`src/rtl/seg_scan_decoder.sv`:
```
// rtl/seg_scan_decoder.sv - reconstructs digit values and dp from a scanned common-anode 7-seg bus
module seg_scan_decoder #(
  parameter int STABLE_CYCLES = 4,
  parameter int NUM_DIGITS    = 8
) (
  input  logic                      clk,
  input  logic                      rst,
  input  logic [6:0]                seg_n,
  input  logic [NUM_DIGITS-1:0]     an_n,
  input  logic                      dp_n,
  input  logic                      clear,
  output logic [4*NUM_DIGITS-1:0]   digits,
  output logic [NUM_DIGITS-1:0]     dp_out,
  output logic [NUM_DIGITS-1:0]     valid,
  output logic [NUM_DIGITS-1:0]     err,
  output logic                      multi_an,
  output logic                      upd,
  output logic [2:0]                upd_idx
);

  localparam int SW = NUM_DIGITS + 8;

  logic [SW-1:0]         pins;
  logic [SW-1:0]         s_q;
  logic [7:0]            cnt;
  logic                  same;
  logic                  capture;
  logic [NUM_DIGITS-1:0] an_act;
  logic                  an_none;
  logic                  an_one;
  logic [2:0]            idx;
  logic [3:0]            code;
  logic                  code_ok;

  assign pins    = {an_n, seg_n, dp_n};
  assign same    = (pins == s_q);
  assign capture = same && (cnt == 8'(STABLE_CYCLES - 1));

  assign an_act  = ~an_n;
  assign an_none = (an_act == '0);
  // power-of-two test: clearing the lowest set bit leaves nothing
  assign an_one  = !an_none && ((an_act & (an_act - 1'b1)) == '0);

  always_comb begin
    idx = '0;
    for (int i = 0; i < NUM_DIGITS; i++) begin
      if (an_act[i]) idx = 3'(i);
    end
  end

  always_comb begin
    code    = 4'h0;
    code_ok = 1'b1;
    case (seg_n)
      7'b0000001: code = 4'h0;
      7'b1001111: code = 4'h1;
      7'b0010010: code = 4'h2;
      7'b0000110: code = 4'h3;
      7'b1001100: code = 4'h4;
      7'b0100100: code = 4'h5;
      7'b1100000: code = 4'h6;
      7'b0001111: code = 4'h7;
      7'b0000000: code = 4'h8;
      7'b0001100: code = 4'h9;
      7'b1110010: code = 4'hA;
      7'b1100110: code = 4'hB;
      7'b1011100: code = 4'hC;
      7'b0110100: code = 4'hD;
      7'b1110000: code = 4'hE;
      7'b1111111: code = 4'hF;
      default:    code_ok = 1'b0;
    endcase
  end

  always_ff @(posedge clk) begin
    if (rst) begin
      s_q      <= '1;
      cnt      <= '0;
      digits   <= '0;
      dp_out   <= '0;
      valid    <= '0;
      err      <= '0;
      multi_an <= 1'b0;
      upd      <= 1'b0;
      upd_idx  <= '0;
    end else begin
      s_q <= pins;
      upd <= 1'b0;
      if (!same)
        cnt <= '0;
      else if (cnt < 8'(STABLE_CYCLES))
        cnt <= cnt + 8'd1;

      if (capture && !an_none) begin
        if (!an_one) begin
          multi_an <= 1'b1;
        end else if (code_ok) begin
          digits[4*idx +: 4] <= code;
          dp_out[idx]        <= ~dp_n;
          valid[idx]         <= 1'b1;
          upd                <= 1'b1;
          upd_idx            <= idx;
        end else begin
          err[idx] <= 1'b1;
        end
      end

      // clear wins over same-cycle flag updates; data and upd still land
      if (clear) begin
        valid    <= '0;
        err      <= '0;
        multi_an <= 1'b0;
      end
    end
  end

endmodule

```
`config.mk`:
```
export PLATFORM = sky130hd
export DESIGN_NAME = seg_scan_decoder
export DESIGN_NICKNAME = d
export VERILOG_FILES = /design/src/rtl/seg_scan_decoder.sv
export SDC_FILE = /design/constraint.sdc
export NUM_CORES = 1
export LEC_CHECK = 0
export BUFFER_PORTS_ARGS = -buffer_cell sky130_fd_sc_hd__buf_4
export CORE_ASPECT_RATIO = 1.5
export CORE_MARGIN = 5
export CORE_UTILIZATION = 62
export CTS_BUF_LIST = sky130_fd_sc_hd__clkbuf_8
export DETAILED_ROUTE_END_ITERATION = 10
export PLACE_DENSITY = 0.91
export SETUP_SLACK_MARGIN = 0.05
export SLEW_MARGIN = 10
export SYNTH_ARGS = -nofsm -noshare
export SYNTH_HDL_FRONTEND = slang
export SYNTH_SLANG_ARGS = --single-unit
```
`constraint.sdc`:
```
create_clock -name clk -period 5.9 [get_ports clk]
set_clock_uncertainty 0.05 [all_clocks]
set_input_delay 0.885 -clock clk [delete_from_list [all_inputs] [get_ports clk]]
set_output_delay 0.885 -clock clk [all_outputs]
set_load 0.02 [all_outputs]
```
After elaboration in Yosys (flattened, before gate mapping). Cells that the tools add are included. Widths: inputs -> output; s select.

Flip-flop bits (word level): 85. Bits of input ports: 19. Output and inout bits: 61. Logic and storage cells: 72.

$add $sub $neg: 3. Order comparisons: 3. Equality and inequality tests: 17. Shift-type cells: 2. Muxes and demuxes: 14. Bitwise logic cells: 9. Reductions and logical operators: 15.

Operator list (number): $pmux 4 s15 (1); $eq 7x7->1 const B (8); $neg 5->34 (1); $shift 4x34->32 const A (1); $shiftx 4x34->32 (1); $bwmux 32 (1); $mux 3 (6); $eq 16x16->1 (1); $logic_not 8->1 (2); $or 8x8->8 (2); $reduce_or 16->1 (1); $eq 7x4->1 const B (2); $eq 7x6->1 const B (2); $add 8x1->8 const B (1); $and 8x8->8 (1); $bwmux 8 (1); $eq 8x2->1 const B (1); $lt 8x3->1 const B (1); $not 8->8 (1); $sub 8x1->8 const B (1); $eq 7x1->1 const B (1); $eq 7x3->1 const B (1); $eq 7x5->1 const B (1); $logic_not 7->1 (1); other kinds (11) (23).

Longest topological paths before layout. Gate-level depths: netlist of run 1.

Word-level depth: 13. Depth in mapped cells: 13. Gate-level depth less buffers: 11.

Worst setup path after synthesis of run 1. OpenSTA, ideal clock, no wires.

Kind: input-to-reg. From: input an_n[1]. To: register digits[16]. Setup time: 0.072 ns. Data arrival time: 3.243 ns. Required time: 5.778 ns. Setup slack: 2.535 ns. Stages on the path: 12. Path buffers: 3. Cells stage by stage: buf_6 nand2b_1 a21boi_0 o21a_1 inv_1 buf_2 ha_1 clkbuf_1 nand2b_1 nand3b_1 nor3_2 mux2i_1.

Longest elaborated chain between the ends: 11. Elaborated cells between the ends (all ways): 22. Classes of those cells: add/sub: 2; eq/ne: 1; shift: 2; mux: 8; bitwise: 2; reduce/logical: 7.

Ends and longest elaborated chain: from (decl) (line 9) `input logic [NUM_DIGITS-1:0] an_n,`; $not 8->8 (line 39) `assign an_act = ~an_n;`; $mux 1 (line 47) `if (an_act[i]) idx = 3'(i);`; $mux 3 (6 in series) (line 47); $neg 5->34 (line 98) `digits[4*idx +: 4] <= code;`; $shiftx 4x34->32 or $shift 4x34->32 (tied branches) (line 98); $bwmux 32 (line 98); to (signal, indexed assignment) (line 98); to (decl) (line 12) `output logic [4*NUM_DIGITS-1:0] digits,`.

Parallel ways exist; a longest one is shown, timed or not. A chain may end at the register's enable or synchronous reset.

Worst setup path in the final report of run 1.
From: input an_n[1]. To: register digits[25].

The elaborated chain is that of the path after synthesis.

==> results.txt, run 1 <==
Outcome = finished clean
Share of Yosys cell area claimed by the top area cell type = 0.4159
Routability cong. = 0.8432
Fin crit share = 0.6184
Max-cap violation count = 0
Worst min path class = reg2reg
Core Region = 6486 um2
RSZ-0062 raised after global routing = no
Total power = 1200 uW
CTS Buf Count = 9
R2r endpoint = digits[21]
Int Power = 921.6 uW
Fmax = 274.1 MHz
Finished Cell Area = 4890 um2
Post CTS Setup Buffer Count = 0
Setup TNS Final = 0 ns
Post-Synth XOR/XNOR Area = 0.04924
# IOs = 80
PostCTS Resize Cnt = 0
Netlist cell types = 50
Power per Cell Area = 245.5 nW/um2
Most common cell in the netlist = dfxtp_1
DRC viols = 0
Final core occ = 0.7539
Detailed Route WL = 10.02 mm
Register area share after synthesis = 0.4159
CP endpoint kind = flop
Hold Violations, Final = 0
DR vias = 3339
Combinational group share of total power = 0.087
Synthesized net count = 442
Die area = 8357 um2
Register-to-register setup slack = 3.22 ns
Synth area leader = dfxtp_1
CTS Buffer Depth = 2
Crit path kind = in2reg
Post-Syn Instances = 419
Synth top area cells = dfxtp_1 (42%), mux2i_1 (10%), nand2b_1 (7.8%)
Crit path max fanout = 12
Top post-synthesis cells by count = dfxtp_1 (85), nand2b_1 (51), mux2i_1 (41)
Vias/cell = 5.952
Diode count = 0
Clock Power Share = 0.429
Iter 0 DRT Violations = 185
EDFF count, synth = 0
Avg Cell Area, Syn = 9.765 um2
Hold buffer count at cts = 0
CTS tree = yes
Max VDD drop = 150.9 uV
Final HPWL DP = 7.016 mm
Pre-antenna DRT Iters = 5
I/O Buffers = 79
Sink Count = 85
Max-slew violation count = 0
Routed Antenna Nets = 0
Chip height = 109.5 um
Crit path time final = 3.649 ns
Hold Crit Start = valid[5]
Mux contribution to synthesized area = 0.1031
H-tree levels = 3
Post-Syn Area = 4091 um2
Share of cells above drive strength 1 = 0.2825
First-pass GRT wire length = 16.42 mm
Cell leakage power = 0.001942 uW
Effective utilization at floorplan = 0.6308
WHS = 0.4011 ns
Post-place instance area = 4632 um2
Tightest Pin Transition = 0.9139 ns
Compound-cell area share of the yosys netlist = 0.08043
Adder-cell share of the synthesized area = 0.01223
Simple-Gate Fraction of Synth Area = 0.2966
Reg2Reg Depth = 6
Switching power = 278.9 uW
Reg-to-Reg Start = s_q[5]
Clk_lat worst skew = 0.36 ns
CTS root buffer = clkbuf_8
Flip-flop and latch count after synthesis = 85
Yosys warning count = 0
Clk slew on worst S/H paths = 0.08 ns
Ys async rst share = 0
Crit path DAT = 3.87 ns
Final nets = 503
Initial antenna violation count = 0
Main synth FF type = dfxtp_1
Vias in the first global route = 3328
Largest net degree at the start of global routing = 73
WL/cell = 17.86 um
Setup-failing EPs final = 0
Total gr overflow = 0
Row cnt = 36
Worst Hold Depth = 2
Rel. slew slack = 0.3885
Die Wd = 76.33 um
Sequential share of power = 0.484
Switching Fraction = 0.2323
Required time of the critical path = 6.12 ns
Startpoint types = input port
Worst Hold Endpoint = valid[5]
Tot GR Track Use = 0.2463
Area growth from synthesis to layout = 19.51%
Largest family of logic cells by synthesized area = simple AND/OR/NAND/NOR gates
[critical path, cell delays in order]
cell and delay [ns]:
buf_4 0.14, nand2b_1 0.13, a21boi_0 0.28, o21a_1 0.35, inv_1 0.35, ha_1 0.32
ha_1 0.19, nor3_1 0.74, nand3_1 0.24, mux2i_1 0.23
[sequential cells by signal (all words and copies together), names as in the netlist]
signal	cells
cnt	8
digits	32
dp_out	8
err	8
multi_an	1
s_q	16
upd	1
upd_idx	3
valid	8
[power by group through the flow]
| stage | logic, uW | clock network (uW) | registers (uW) |
|---|---|---|---|
| after detailed placement | 102 | 0 | 595 |
| after global routing | 113 | 544 | 582 |
| final | 104 | 515 | 581 |
| after global placement | 99.1 | 0 | 595 |
| after CTS | 104 | 517 | 581 |
| after floorplan | 77.6 | 0 | 594 |
[final cells by class]
type | instances | area (um2)
flip-flops and latches | 85 | 1702
repair buffers | 80 | 600.6
fillers | 466 | 1597
well taps | 76 | 95.09
clock inverters | 5 | 106.4
inverters | 5 | 18.77
clock buffers | 11 | 151.4
multi-input cells | 299 | 2216
[stage by stage]
stage               instances  setup slack (ns)
detailed placement        545             2.095
global route              561             2.052
finish                    561             2.251
CTS                       561             2.294
global placement          545             2.217
floorplan                 419             2.535
[how the worst max path moves through the flow]
| stage | startpoint | cells past startpoint | end |
|---|---|---|---|
| after global routing | an_n[1] | 10 | digits[25] |
| after global placement | an_n[1] | 10 | digits[9] |
| final | an_n[1] | 10 | digits[25] |
| after CTS | an_n[1] | 10 | digits[25] |
| after floorplan | an_n[1] | 12 | digits[16] |
| after detailed placement | an_n[1] | 10 | digits[25] |
[kinds of logic after synthesis]
kind of cell / after synthesis
buf+inv: 35
fa+ha+maj: 4
flops: 85
simple gates: 183
mux: 42
xor+xnor: 23
compound gates: 47
[placed cells by master (no fill, tap or decap), drive strengths merged, types with 2 or more instances in the layout]
cell type  netlist  routed
dfxtp           85      85
buf             14      80
nand2b          51      51
mux2i           41      41
nor3            21      21
xor2            19      19
or2             18      18
nand2           17      17
o21a            15      15
nand3           15      15
nor2            14      14
nor4            13      13
clkbuf          16      11
nand4           10      10
a21oi            7       7
o21ai            6       6
inv              5       5
and2             5       5
a31oi            4       4
nor2b            4       4
xnor2            4       4
ha               4       4
and3             3       3
nand4b           3       3
bufinv           0       3
and4             3       3
or3              2       2
a211oi           2       2
a32oi            2       2
a311oi           2       2
nand3b           2       2
[per-layer routing]
layer,wire length (um),track usage,vias up
met3,496,0.05984,30
met1,3793,0.2735,1602
met4,363,0.1150,0
met2,5364,0.4418,120
li1,-,-,1587
met5,0,0,-
Note: power is estimated with default switching activity, not from simulation.
==> run 2, diff against run 1 <==
--- a/config.mk
+++ b/config.mk
@@ -8,10 +8,10 @@
 export BUFFER_PORTS_ARGS = -buffer_cell sky130_fd_sc_hd__buf_4
 export CORE_ASPECT_RATIO = 1.5
 export CORE_MARGIN = 5
-export CORE_UTILIZATION = 62
+export CORE_UTILIZATION = 52
 export CTS_BUF_LIST = sky130_fd_sc_hd__clkbuf_8
 export DETAILED_ROUTE_END_ITERATION = 10
-export PLACE_DENSITY = 0.91
+export PLACE_DENSITY = 0.82
 export SETUP_SLACK_MARGIN = 0.05
 export SLEW_MARGIN = 10
 export SYNTH_ARGS = -nofsm -noshare
==> constraint.sdc (replaced) <==
create_clock -name clk -period 3.29 [get_ports clk]
set_clock_uncertainty 0.05 [all_clocks]
set_input_delay 0.4935 -clock clk [delete_from_list [all_inputs] [get_ports clk]]
set_output_delay 0.4935 -clock clk [all_outputs]
set_load 0.02 [all_outputs]
==> run 2 against run 1 <==
Worst hold slack lost 0.072 ns. Routed wire length shrank 4.1%. Combinational power grew 80%. Clock power grew 45%. Cell count grew 5.3%. Non-clock buffer count grew 4. Power grew 65%. Sequential power grew 79%. Critical path type unchanged. Highest routed layer unchanged. Sequential share of layout area is essentially flat. Via count shrank 2.8%.
==> results.txt, run 2 (synthesis gave the netlist of run 1 again) <==
Outcome = finished clean
Most common cell after layout, fill and taps aside = dfxtp_1
Row cnt = 39 (+8.3%)
Total gr overflow = 0 (unchanged)
Vias in the first global route = 3307 (-0.63%)
Clk_lat worst skew = 0.36 ns (about the same)
I/O Buffers = 79 (unchanged)
Die Wd = 82.43 um (+8.0%)
Most flop-heavy register = digits
Share of cells above drive strength 1 = 0.2863 (+0.003824)
Area growth from synthesis to layout = 19.60% (about the same)
Sink Count = 85 (unchanged)
Effective utilization at floorplan = 0.5341 (-0.09674)
Cell leakage power = 0.001933 uW (-0.50%)
Most frequent cells in the layout = dfxtp_1 (85), buf_4 (84), nand2b_1 (51)
First-pass GRT wire length = 15.95 mm (-2.9%)
Switching Fraction = 0.2595 (+0.02718)
Total power = 1975 uW (+65%)
Crit path kind = in2reg
Diode count = 0 (unchanged)
Fmax = 366.0 MHz
Max-slew violation count = 0 (unchanged)
Combinational group share of total power = 0.095 (+0.008)
Max-cap violation count = 0 (unchanged)
Routed Antenna Nets = 0 (unchanged)
DRC viols = 0 (unchanged)
Chip height = 118.6 um (+8.4%)
# IOs = 80 (unchanged)
Crit path DAT = 2.97 ns (-0.90 ns)
Max VDD drop = 329.0 uV (+120%)
Largest net degree at the start of global routing = 73 (unchanged)
RSZ-0062 raised after global routing = no
Tightest Pin Transition = 0.9350 ns (+0.02106 ns)
CTS Buf Count = 9 (unchanged)
Final HPWL DP = 7.039 mm (+0.33%)
Core Region = 7661 um2 (+18%)
Clk slew on worst S/H paths = 0.09 ns (about the same)
Startpoint types = input port
Vias/cell = 5.489 (-7.8%)
H-tree levels = 3 (unchanged)
Rel. slew slack = 0.3744 (-0.01409)
Crit path time final = 2.733 ns
Required time of the critical path = 3.52 ns (-2.60 ns)
Top flop regs = digits (32), s_q (16)
CTS tree = yes
Fin crit share = 0.8306
PostCTS Resize Cnt = 0 (unchanged)
Initial antenna violation count = 0 (unchanged)
Worst Hold Depth = 2 (unchanged)
CP endpoint kind = flop
Sequential share of power = 0.528 (+0.044)
CTS root buffer = clkbuf_8
Hold Violations, Final = 0 (unchanged)
Tot GR Track Use = 0.2069 (-0.03935)
Final nets = 507 (+0.80%)
Power per Cell Area = 403.7 nW/um2 (+64%)
Setup TNS Final = 0 ns (unchanged)
Detailed Route WL = 9.609 mm (-4.1%)
Pre-antenna DRT Iters = 4 (-1)
WL/cell = 16.26 um (-9.0%)
Max reg flops = 32 (unchanged)
Routability cong. = 0.8481 (+0.58%)
Setup-failing EPs final = 0 (unchanged)
Reg2Reg Depth = 7 (+1)
Iter 0 DRT Violations = 284 (+54%)
Hold buffer count at cts = 0 (unchanged)
CTS Buffer Depth = 2 (unchanged)
Clock Power Share = 0.377 (-0.052)
Switching power = 512.6 uW (+84%)
Int Power = 1463 uW (+59%)
Crit path max fanout = 7 (-5)
DR vias = 3244 (-2.8%)
Die area = 9779 um2 (+17%)
Post CTS Setup Buffer Count = 0 (unchanged)
Worst min path class = in2reg
[run 2: cell types whose count changed in the layout (fill, tap and decap cells not counted)]
cell / before / now
bufinv_16: 3 / 1
clkbuf_8: 11 / 9
clkinvlp_4: 1 / 2
buf_4: 80 / 84
inv_6: 0 / 2
inv_1: 5 / 6
[run 2: worst max-delay path: stages]
cell and delay, ns:
buf_4 0.14, nand2b_1 0.14, a21boi_0 0.25, o21a_1 0.33, inv_1 0.11, ha_1 0.21
ha_1 0.34, nand2b_1 0.12, nand3b_1 0.18, nor3_2 0.38, mux2i_1 0.28
[run 2: routing by layer]
layer  GRT usage  up-vias  wire [um]
li1            -     1595          -
met1      0.2444     1547       3792
met2      0.3479       84       5071
met3     0.05556       18        498
met4     0.07900        0        246
met5           0        -          0
[run 2: area by class of cell]
class / count / area (um2)
clock buffers: 9 / 123.9
clock inverters: 7 / 75.07
fillers: 650 / 2768
inverters: 5 / 18.77
multi-input cells: 299 / 2216
flip-flops and latches: 85 / 1702
well taps: 102 / 127.6
repair buffers: 84 / 630.6
[run 2: power groups by stage]
| stage | Sequential (uW) | Clock [uW] | Combinational, uW |
|---|---|---|---|
| after floorplan | 1070 | 0 | 139 |
| after global placement | 1070 | 0 | 183 |
| after detailed placement | 1070 | 0 | 187 |
| after CTS | 1040 | 753 | 188 |
| after global routing | 1040 | 800 | 205 |
| final | 1040 | 746 | 187 |
[run 2: path summary, 6_finish.rpt]
| path | startpoint | slack, ns | endpoint |
|---|---|---|---|
| max | an_n[1] | 0.56 | digits[18] |
| min | an_n[2] | 0.33 | s_q[10] |
| min reg2reg | valid[5] | 0.41 | valid[5] |
| max reg2reg | s_q[6] | 0.91 | dp_out[1] |
[run 2: stage by stage]
step | utilization | worst slack (ns) | cell area (um2) | hold slack, ns | instances
global placement | 0.6128 | 0.3514 | 4695 | 0.3935 | 575
detailed placement | 0.6128 | 0.2419 | 4695 | 0.3944 | 575
global route | 0.6387 | 0.3382 | 4893 | 0.3244 | 591
floorplan | - | 0.3167 | 4091 | 0.3805 | 419
CTS | 0.6387 | 0.5761 | 4893 | 0.3165 | 591
finish | 0.6387 | 0.5575 | 4893 | 0.3290 | 591
